**src/rtl/mem_arb_pkg.sv**
```systemverilog
`default_nettype none
// +----------------------------------------------------------------------+
// | Package     : mem_arb_pkg                                            |
// | Description : Shared encodings for the memory request arbiter:       |
// |               requester owner codes, access size codes and the       |
// |               request-lock state encoding.                           |
// | Revision    : 1.0 - initial release                                  |
// +----------------------------------------------------------------------+
package mem_arb_pkg;

  // Owner of a transaction as recorded in the in-order response FIFO.
  localparam logic OWNER_INST = 1'b0;
  localparam logic OWNER_DATA = 1'b1;

  // Access size encodings carried on *_size / mem_size.
  localparam logic [1:0] SIZE_B = 2'd0;
  localparam logic [1:0] SIZE_H = 2'd1;
  localparam logic [1:0] SIZE_W = 2'd2;

  // Request-lock state: which requester owns an issued-but-unaccepted
  // request on the shared channel.
  localparam int         LOCK_W    = 2;
  localparam logic [1:0] LOCK_IDLE = 2'd0;
  localparam logic [1:0] LOCK_INST = 2'd1;
  localparam logic [1:0] LOCK_DATA = 2'd2;

  // Lock state that pins the channel to the given owner.
  function automatic logic [LOCK_W-1:0] lock_state_for(input logic owner);
    return (owner == OWNER_DATA) ? LOCK_DATA : LOCK_INST;
  endfunction

endpackage
`default_nettype wire

```
**src/rtl/arb_order_fifo.sv**
```systemverilog
`default_nettype none
// +----------------------------------------------------------------------+
// | Module      : arb_order_fifo                                         |
// | Description : In-order FIFO of 1-bit owner tags. Each accepted       |
// |               memory request pushes its owner; each memory response  |
// |               pops the head so the response is steered back to the   |
// |               requester that issued it.                              |
// | Ports       : clk          - clock, rising edge                      |
// |               resetn       - synchronous active-low reset            |
// |               push_i       - push push_owner_i (ignored when full)   |
// |               push_owner_i - owner tag to store                      |
// |               pop_i        - drop the head entry (ignored when empty)|
// |               full_o       - registered count equals DEPTH           |
// |               empty_o      - registered count is zero                |
// |               head_o       - owner tag at the head                   |
// | Revision    : 1.0 - initial release                                  |
// +----------------------------------------------------------------------+
module arb_order_fifo #(
  parameter int DEPTH = 2
) (
  input  logic clk,
  input  logic resetn,
  input  logic push_i,
  input  logic push_owner_i,
  input  logic pop_i,
  output logic full_o,
  output logic empty_o,
  output logic head_o
);

  localparam int                PTR_W    = (DEPTH > 1) ? $clog2(DEPTH) : 1;
  localparam int                CNT_W    = $clog2(DEPTH + 1);
  localparam logic [PTR_W-1:0]  PTR_LAST = PTR_W'(DEPTH - 1);
  localparam logic [PTR_W-1:0]  PTR_ONE  = PTR_W'(1);
  localparam logic [CNT_W-1:0]  CNT_FULL = CNT_W'(DEPTH);
  localparam logic [CNT_W-1:0]  CNT_ONE  = CNT_W'(1);

  logic [DEPTH-1:0] slot_q, slot_d;
  logic [PTR_W-1:0] wr_ptr_q, wr_ptr_d;
  logic [PTR_W-1:0] rd_ptr_q, rd_ptr_d;
  logic [CNT_W-1:0] count_q, count_d;

  logic w_push;
  logic w_pop;

  // Explicit wrap so non-power-of-two depths would also be safe.
  function automatic logic [PTR_W-1:0] next_ptr(input logic [PTR_W-1:0] p);
    return (p == PTR_LAST) ? '0 : p + PTR_ONE;
  endfunction

  assign full_o  = (count_q == CNT_FULL);
  assign empty_o = (count_q == '0);
  assign head_o  = slot_q[rd_ptr_q];

  assign w_push = push_i & ~full_o;
  assign w_pop  = pop_i & ~empty_o;

  always_comb begin
    slot_d   = slot_q;
    wr_ptr_d = wr_ptr_q;
    rd_ptr_d = rd_ptr_q;
    count_d  = count_q;
    if (w_push) begin
      slot_d[wr_ptr_q] = push_owner_i;
      wr_ptr_d         = next_ptr(wr_ptr_q);
    end
    if (w_pop) begin
      rd_ptr_d = next_ptr(rd_ptr_q);
    end
    // Simultaneous push and pop leaves the occupancy unchanged.
    case ({w_push, w_pop})
      2'b10:   count_d = count_q + CNT_ONE;
      2'b01:   count_d = count_q - CNT_ONE;
      default: count_d = count_q;
    endcase
  end

  always_ff @(posedge clk) begin
    if (!resetn) begin
      slot_q   <= '0;
      wr_ptr_q <= '0;
      rd_ptr_q <= '0;
      count_q  <= '0;
    end else begin
      slot_q   <= slot_d;
      wr_ptr_q <= wr_ptr_d;
      rd_ptr_q <= rd_ptr_d;
      count_q  <= count_d;
    end
  end

endmodule
`default_nettype wire

```
**src/rtl/mem_req_arbiter.sv**
```systemverilog
`default_nettype none
// +----------------------------------------------------------------------+
// | Module      : mem_req_arbiter                                        |
// | Description : Merges an instruction-fetch port and a load/store port |
// |               onto one shared memory request channel. Selection is   |
// |               locked while a request waits for mem_addr_ok; accepted |
// |               owners are queued in order so each mem_data_ok is      |
// |               returned to the right requester.                       |
// | Config      : ARB_RR_EN - when defined, simultaneous requests are    |
// |               granted round robin; otherwise data always wins ties.  |
// | Ports       : clk, resetn          - clock / sync active-low reset   |
// |               inst_req/addr        - fetch request (always a word)   |
// |               inst_addr_ok/data_ok - fetch accept / response strobes |
// |               inst_rdata           - fetch read data                 |
// |               data_req/size/wstrb/addr/wdata - load/store request    |
// |               data_addr_ok/data_ok/rdata     - load/store handshake  |
// |               mem_req/size/wstrb/addr/wdata  - shared request out    |
// |               mem_addr_ok/data_ok/rdata      - shared memory return  |
// | Revision    : 1.0 - initial release                                  |
// +----------------------------------------------------------------------+
module mem_req_arbiter #(
  parameter int MAX_OUTSTANDING = 2
) (
  input  logic        clk,
  input  logic        resetn,
  // instruction fetch port
  input  logic        inst_req,
  input  logic [31:0] inst_addr,
  output logic        inst_addr_ok,
  output logic        inst_data_ok,
  output logic [31:0] inst_rdata,
  // load/store port
  input  logic        data_req,
  input  logic [1:0]  data_size,
  input  logic [3:0]  data_wstrb,
  input  logic [31:0] data_addr,
  input  logic [31:0] data_wdata,
  output logic        data_addr_ok,
  output logic        data_data_ok,
  output logic [31:0] data_rdata,
  // shared memory channel
  output logic        mem_req,
  output logic [1:0]  mem_size,
  output logic [3:0]  mem_wstrb,
  output logic [31:0] mem_addr,
  output logic [31:0] mem_wdata,
  input  logic        mem_addr_ok,
  input  logic        mem_data_ok,
  input  logic [31:0] mem_rdata
);

  import mem_arb_pkg::*;

  logic [LOCK_W-1:0] lock_q, lock_d;

  logic w_fifo_full;
  logic w_fifo_empty;
  logic w_fifo_head;
  logic w_sel;
  logic w_tie_owner;
  logic w_accept;
  logic w_pop;

  // ------------------------------------------------------------------
  // Tie-break policy
  // ------------------------------------------------------------------
`ifdef ARB_RR_EN
  // rr_q holds the owner to favour on the next tie; it flips to the
  // other requester whenever a request is accepted.
  logic rr_q, rr_d;

  always_comb begin
    rr_d = rr_q;
    if (w_accept) begin
      rr_d = ~w_sel;
    end
  end

  always_ff @(posedge clk) begin
    if (!resetn) begin
      rr_q <= OWNER_INST;
    end else begin
      rr_q <= rr_d;
    end
  end

  assign w_tie_owner = rr_q;
`else
  assign w_tie_owner = OWNER_DATA;
`endif

  // ------------------------------------------------------------------
  // Request lock: state register
  // ------------------------------------------------------------------
  always_ff @(posedge clk) begin
    if (!resetn) begin
      lock_q <= LOCK_IDLE;
    end else begin
      lock_q <= lock_d;
    end
  end

  // ------------------------------------------------------------------
  // Request lock: next state. A request left unaccepted pins the
  // current selection; acceptance or a withdrawn request releases it.
  // ------------------------------------------------------------------
  always_comb begin
    lock_d = LOCK_IDLE;
    if (mem_req && !mem_addr_ok) begin
      lock_d = lock_state_for(w_sel);
    end
  end

  // ------------------------------------------------------------------
  // Request lock: output (owner selection). A lock only binds while
  // its owner is still requesting, so a withdrawn request cannot stall
  // the other port.
  // ------------------------------------------------------------------
  always_comb begin
    w_sel = OWNER_INST;
    if ((lock_q == LOCK_INST) && inst_req) begin
      w_sel = OWNER_INST;
    end else if ((lock_q == LOCK_DATA) && data_req) begin
      w_sel = OWNER_DATA;
    end else if (inst_req && data_req) begin
      w_sel = w_tie_owner;
    end else if (data_req) begin
      w_sel = OWNER_DATA;
    end else begin
      w_sel = OWNER_INST;
    end
  end

  // ------------------------------------------------------------------
  // Shared request channel. Full comes from the registered count, so
  // a response popping this cycle does not reopen the channel until
  // the next one.
  // ------------------------------------------------------------------
  assign mem_req   = (inst_req | data_req) & ~w_fifo_full & resetn;
  assign w_accept  = mem_req & mem_addr_ok;

  assign mem_size  = (w_sel == OWNER_DATA) ? data_size  : SIZE_W;
  assign mem_wstrb = (w_sel == OWNER_DATA) ? data_wstrb : 4'b0000;
  assign mem_addr  = (w_sel == OWNER_DATA) ? data_addr  : inst_addr;
  assign mem_wdata = (w_sel == OWNER_DATA) ? data_wdata : 32'h0000_0000;

  assign inst_addr_ok = w_accept & (w_sel == OWNER_INST);
  assign data_addr_ok = w_accept & (w_sel == OWNER_DATA);

  // ------------------------------------------------------------------
  // Response steering. A response with nothing outstanding is dropped;
  // this also swallows late responses to transactions flushed by reset.
  // ------------------------------------------------------------------
  assign w_pop = mem_data_ok & ~w_fifo_empty & resetn;

  assign inst_data_ok = w_pop & (w_fifo_head == OWNER_INST);
  assign data_data_ok = w_pop & (w_fifo_head == OWNER_DATA);
  assign inst_rdata   = mem_rdata;
  assign data_rdata   = mem_rdata;

  arb_order_fifo #(
    .DEPTH (MAX_OUTSTANDING)
  ) u_order_fifo (
    .clk          (clk),
    .resetn       (resetn),
    .push_i       (w_accept),
    .push_owner_i (w_sel),
    .pop_i        (w_pop),
    .full_o       (w_fifo_full),
    .empty_o      (w_fifo_empty),
    .head_o       (w_fifo_head)
  );

endmodule
`default_nettype wire
```
**config.mk**
```make
export PLATFORM = sky130hd
export DESIGN_NAME = mem_req_arbiter
export DESIGN_NICKNAME = d
export VERILOG_FILES = /design/src/rtl/mem_arb_pkg.sv /design/src/rtl/arb_order_fifo.sv /design/src/rtl/mem_req_arbiter.sv
export SDC_FILE = /design/constraint.sdc
export NUM_CORES = 1
export LEC_CHECK = 0
export BUFFER_PORTS_ARGS = -buffer_cell sky130_fd_sc_hd__buf_2
export CELL_PAD_IN_SITES_DETAIL_PLACEMENT = 1
export CELL_PAD_IN_SITES_GLOBAL_PLACEMENT = 1
export CORE_AREA = 2 2 108 110
export CTS_BUF_LIST = sky130_fd_sc_hd__clkbuf_4 sky130_fd_sc_hd__clkbuf_8 sky130_fd_sc_hd__clkbuf_16
export DETAILED_ROUTE_END_ITERATION = 16
export DIE_AREA = 0 0 110 112
export PLACE_DENSITY = 0.83
export SYNTH_ARGS = -nofsm -noshare
export SYNTH_HDL_FRONTEND = slang
export SYNTH_SLANG_ARGS = --single-unit
```
**constraint.sdc**
```tcl
create_clock -name clk -period 3.6 [get_ports clk]
set_clock_uncertainty 0.2 [all_clocks]
set_input_delay 0.36 -clock clk [delete_from_list [all_inputs] [get_ports clk]]
set_output_delay 0.36 -clock clk [all_outputs]
set_load 0.05 [all_outputs]
```
# Yosys cells after proc, flatten, opt, wreduce, memory -nomap -nowiden
# Index checks and enable logic that the tools add are counted.
# word_totals
in_bits	140
wordCells	59
ff_bits	8
out_inout_bits	139
# op_classes
order_cmp	3
reduce_logical	9
bitwise	16
add_sub_neg	4
eq_ne	5
muxes	17
# ops
operator	count
$mux W32	2
$and A1 B1 Y1	11
$mux W1	9
$eq A2 B2 Y1 const B	3
$logic_and A1 B1 Y1	5
$eq A2 B1 Y1 const B	2
$lt A1 B2 Y1 const B	2
$mux W2	2
$mux W4	1
$not A1 Y1	4
$pmux W2 S2	1
$add A1 B1 Y1 const B	2
$add A2 B1 Y2 const B	1
$bwmux W2	1
$logic_not A2 Y1	1
$reduce_and A2 Y1	1
$reduce_bool A2 Y1	1
$sub A2 B1 Y2 const B	1
$demux W1 S1	1
$ge A1 B1 Y1 const B	1
$logic_not A1 Y1	1
$or A1 B1 Y1	1

# Depth between registers and ports, before layout
# depth
depth_word	8
depth_mapped	6
depth_no_buf	6

# By module
# Synthesis repeated with hierarchy kept, for this count alone.
# unflattened
hier_cells	309
hier_area_um2	2352.3
# modules_own_cells
mod	area_each_um2	cells_each	n_inst	seq_area_each_um2
mem_req_arbiter	2059.5	278	1	40.0
arb_order_fifo	292.8	31	1	120.1

# Worst setup path before layout
# Ideal clock, no wire load.
# synth_timing
kind	reg-to-output
from	reg u_order_fifo.count_q[0]
to	out data_addr_ok
arrival_ps	1377
path_slack_ps	1663
required_ps	3040
path_buffers	0
path_stages_with_launch	4
path_cell_list	dfxtp_1 > nand2b_1 > nand3_1 > nor2_1
# synth_between
elab_chain_cells	6
# synth_rtl
item	line_no	source
start: declaration	arb_order_fifo.sv:41	logic [CNT_W-1:0] count_q, count_d;
start signal: assignment	arb_order_fifo.sv:88	count_q <= count_d;
$eq A2 B2 Y1	arb_order_fifo.sv:51	assign full_o = (count_q == CNT_FULL);
$not A1 Y1	mem_req_arbiter.sv:139	assign mem_req = (inst_req | data_req) & ~w_fifo_full & resetn;
$and A1 B1 Y1 (2 in series)	mem_req_arbiter.sv:139	
$and A1 B1 Y1	mem_req_arbiter.sv:140	assign w_accept = mem_req & mem_addr_ok;
$and A1 B1 Y1	mem_req_arbiter.sv:148	assign data_addr_ok = w_accept & (w_sel == OWNER_DATA);
end: declaration	mem_req_arbiter.sv:38	output logic data_addr_ok,
# Every way passes these cells.

# Worst setup path after layout
# layout_timing
from	reg lock_q[1]
to	out mem_addr[18]
# layout_between
elab_chain_cells	5
elab_cells_between_ends	7
classes_between	2 x eq/ne; 3 x mux; 2 x reduce/logical
# layout_rtl
item	line_no	source
start: declaration	mem_req_arbiter.sv:54	logic [LOCK_W-1:0] lock_q, lock_d;
start signal: assignment	mem_req_arbiter.sv:99	lock_q <= lock_d;
$eq A2 B2 Y1	mem_req_arbiter.sv:123	end else if ((lock_q == LOCK_DATA) && data_req) begin
$logic_and A1 B1 Y1	mem_req_arbiter.sv:123	
$mux W1	mem_req_arbiter.sv:123	
$mux W1 (*)	mem_req_arbiter.sv:121	if ((lock_q == LOCK_INST) && inst_req) begin
$mux W32 (*)	mem_req_arbiter.sv:144	assign mem_addr = (w_sel == OWNER_DATA) ? data_addr : inst_addr;
end: declaration	mem_req_arbiter.sv:45	output logic [31:0] mem_addr,
# Mark *: on every way between the ends. The rest lies on a longest branch, timed or not.

==> flow_metrics.tcl <==
set metrics [dict create \
    wl_per_cell_um 15.0 \
    dr.pass1.iters 3 \
    yosysTopAreaCell "buf_4" \
    grt_pass1_wl_um 9200 \
    rr_startpoint "u_order_fifo.count_q[0]" \
    synth_xor_area_frac 0.0168 \
    grt_pass1_vias 1843 \
    die_x_um 110 \
    cts_hold_buffers 0 \
    worstSetupPathDepth 4 \
    drt_iter0_markers 22 \
    utilization 0.194 \
    synth_edf_count 0 \
    rows 39 \
    critical_path_class "reg2out" \
    drv_slew 0 \
    synth_flop_cell "dfxtp_1" \
    internal_power_mw 0.372 \
    dr_wl_met3_um 624 \
    synth-adder-area-share 0.00799 \
    antenna_found_initial 0 \
    seq_power_share 0.145 \
    wl_met2_um 3860 \
    fin_setup_tns_ns 0 \
    whs_ns 0.129 \
    clockRootBuffer "clkbuf_16" \
    ir_drop_v 0.000125 \
    synthSimpleGateAreaFrac 0.229 \
    clock_latency_ns 0.23 \
    drive_gt1_frac 0.737 \
    critPathBufInv 1 \
    cap_violations 0 \
    yosysTopAreaCellShare 0.307 \
    cp_max_fo 39 \
    required_ns 3.04 \
    ys_warn_count 0 \
    post_cts_buffers 0 \
    cts.path.max_buffers 2 \
    hp-class "in2reg" \
    critPathArrivalTime_ns 2.05 \
    p_per_area_nw_per_um2 326 \
    overflow 0 \
    post_cts_resized 0 \
    yosysMostFrequentCell "buf_4" \
    drt.antenna.violating_nets 0 \
    dr_total_vias 1695 \
    grt.total_usage 0.0977 \
    max_freq_mhz 383 \
    gp_congestion 0.806 \
    setup.worst_path.end_class "output pin" \
    dieArea_um2 12300 \
    io_pins 279 \
    synth_compound_area_frac 0.0224 \
    yosysSeqAreaShare 0.102 \
    cts_max_level 1 \
    async_flop_share 0 \
    finalCritPeriodShare 0.725 \
    swShare 0.475 \
    start_kind "flop" \
    rsz0062_at_grt "no" \
    rrSetupSlack_ns 1.60 \
    coreArea_um2 11200 \
    rr_endpoint "u_order_fifo.count_q[1]" \
    synthMuxAreaShare 0.260 \
    area_delta_synth_final_pct 38.7 \
    crit_path_top_delay_cell "nand2_4" \
    finalHoldViolations 0 \
    avgSynthCellArea_um2 8.33 \
    portBuffers 182 \
    finalCriticalPeriod_ns 2.61 \
    yosys-top-cells-count "buf_4 (64), and3_1 (37), mux2_2 (30)" \
    totalWireLength_um 6620 \
    slowest_delay_ns 0.49 \
    max_slew_margin 0.608 \
    ff2ff_path_depth 5 \
    cts_made_buffers 3 \
    syn_inst 188 \
    cp_top_family "simple AND/OR/NAND/NOR gates" \
    grt_max_degree 42 \
    clkSinkCount 8 \
    vias_per_cell 3.85 \
    initial_core_util 0.140 \
    tightest_slew_ns 0.588 \
    yosysUniqueCellTypes 29 \
    crit_chain "nand3b_4 -> nand2_4 -> mux2_2 -> buf_2" \
    cellLeakagePower_nw 1.30 \
    final_nets 440 \
    clk_pin_slew_ns 0.04 \
    synth_fp_nets 329 \
    dr.max_layer_used "met4" \
    cts_tree "built" \
    synth_area_leaders "buf_4 (31%), mux2_2 (22%), and3_1 (15%)" \
    route.detailed.drc 0 \
    crit_start "lock_q[1]" \
    wl_met1_um 2090 \
    status "completed" \
    clkPwrFrac 0.264 \
    setup_violations 0 \
    p_sw_mw 0.337 \
    pwr-share-comb 0.590 \
    antenna_cells 0 \
    die_y_um 112 \
    netlist_area_um2 1570 \
    hpwl_um 5780 \
    synth-seq-cells 8 \
    synth_top_family_by_area "buffers and inverters" \
    endpoint "mem_addr[18]" \
]
==> layout make-up <==
class / count / area (um2)
tap: 143 / 179
inverter: 2 / 7.51
sequential: 8 / 160
clock buffer: 3 / 75.1
fill: 1394 / 9000
timing repair buffer: 182 / 911
multi-input combinational: 102 / 841
==> worst min path at each step <==
stage / end / depth (start not counted) / start / slack [ns]
final: lock_q[0] / 2 / mem_addr_ok / 0.13
after global routing: lock_q[1] / 2 / mem_addr_ok / 0.15
after CTS: lock_q[0] / 2 / mem_addr_ok / 0.12
after detailed placement: u_order_fifo.slot_q[1] / 2 / u_order_fifo.slot_q[1] / 0.28
after global placement: u_order_fifo.slot_q[0] / 2 / u_order_fifo.slot_q[0] / 0.26
after floorplan: u_order_fifo.slot_q[0] / 2 / u_order_fifo.slot_q[0] / 0.24
==> worst register-to-register path: cells and delay by family, from the launching register on <==
family	cells	cell delay, ns
and+or+nand+nor	3	0.80
AOI/OAI and AO/OA	1	0.14
DFF	1	0.40
adders and majority gates	1	0.39
==> state kept, by name (all words and copies together), names as in the netlist <==
register,flops
u_order_fifo.rd_ptr_q,1
u_order_fifo.slot_q,2
u_order_fifo.wr_ptr_q,1
u_order_fifo.count_q,2
lock_q,2
==> layout by cell type, fill, tap and decap left out, types with 2 or more instances in the layout <==
master     synthesis  routed
xnor2_1            3       3
clkbuf_16          0       3
nand2b_1           2       2
mux2i_1            4       4
mux2_4             2       2
nor3_1             2       2
and2_1             3       3
o211ai_1           2       2
mux2_2            30      30
and3_1            37      37
inv_1              2       2
dfxtp_1            8       8
buf_2              4     182
nand2_1            3       3
nor2_1             3       3
==> power by group through the flow <==
stage	Sequential, mW	Combinational, mW	Clock [mW]
2_1_floorplan	0.102	0.494	0
3_3_place_gp	0.103	0.415	0
3_5_place_dp	0.104	0.421	0
4_1_cts	0.103	0.423	0.190
5_1_grt	0.104	0.440	0.195
6_report	0.103	0.418	0.187
==> routing by layer <==
layer | GRT usage | vias to the layer above
li1 | - | 796
met1 | 0.0838 | 759
met2 | 0.213 | 134
met3 | 0.0240 | 6
met4 | 0.0177 | 0
met5 | 0 | -
==> cells by family (layout without fill, tap and decap cells) <==
logic type / after synthesis / in the layout
flops: 8 / 8
xor+xnor: 3 / 3
mux: 36 / 36
fa+ha+maj: 1 / 1
buf+inv: 78 / 187
compound gates: 5 / 5
simple gates: 57 / 57
==> stage by stage <==
stage	setup WS, ns	instances	total power [mW]	area (um2)
floorplan	1.66	188	0.596	1570
global placement	1.17	437	0.518	2100
detailed placement	1.07	437	0.526	2100
CTS	0.948	440	0.716	2170
global route	0.862	440	0.739	2170
finish	0.989	440	0.708	2170
Power figures use the tool's default switching activity.
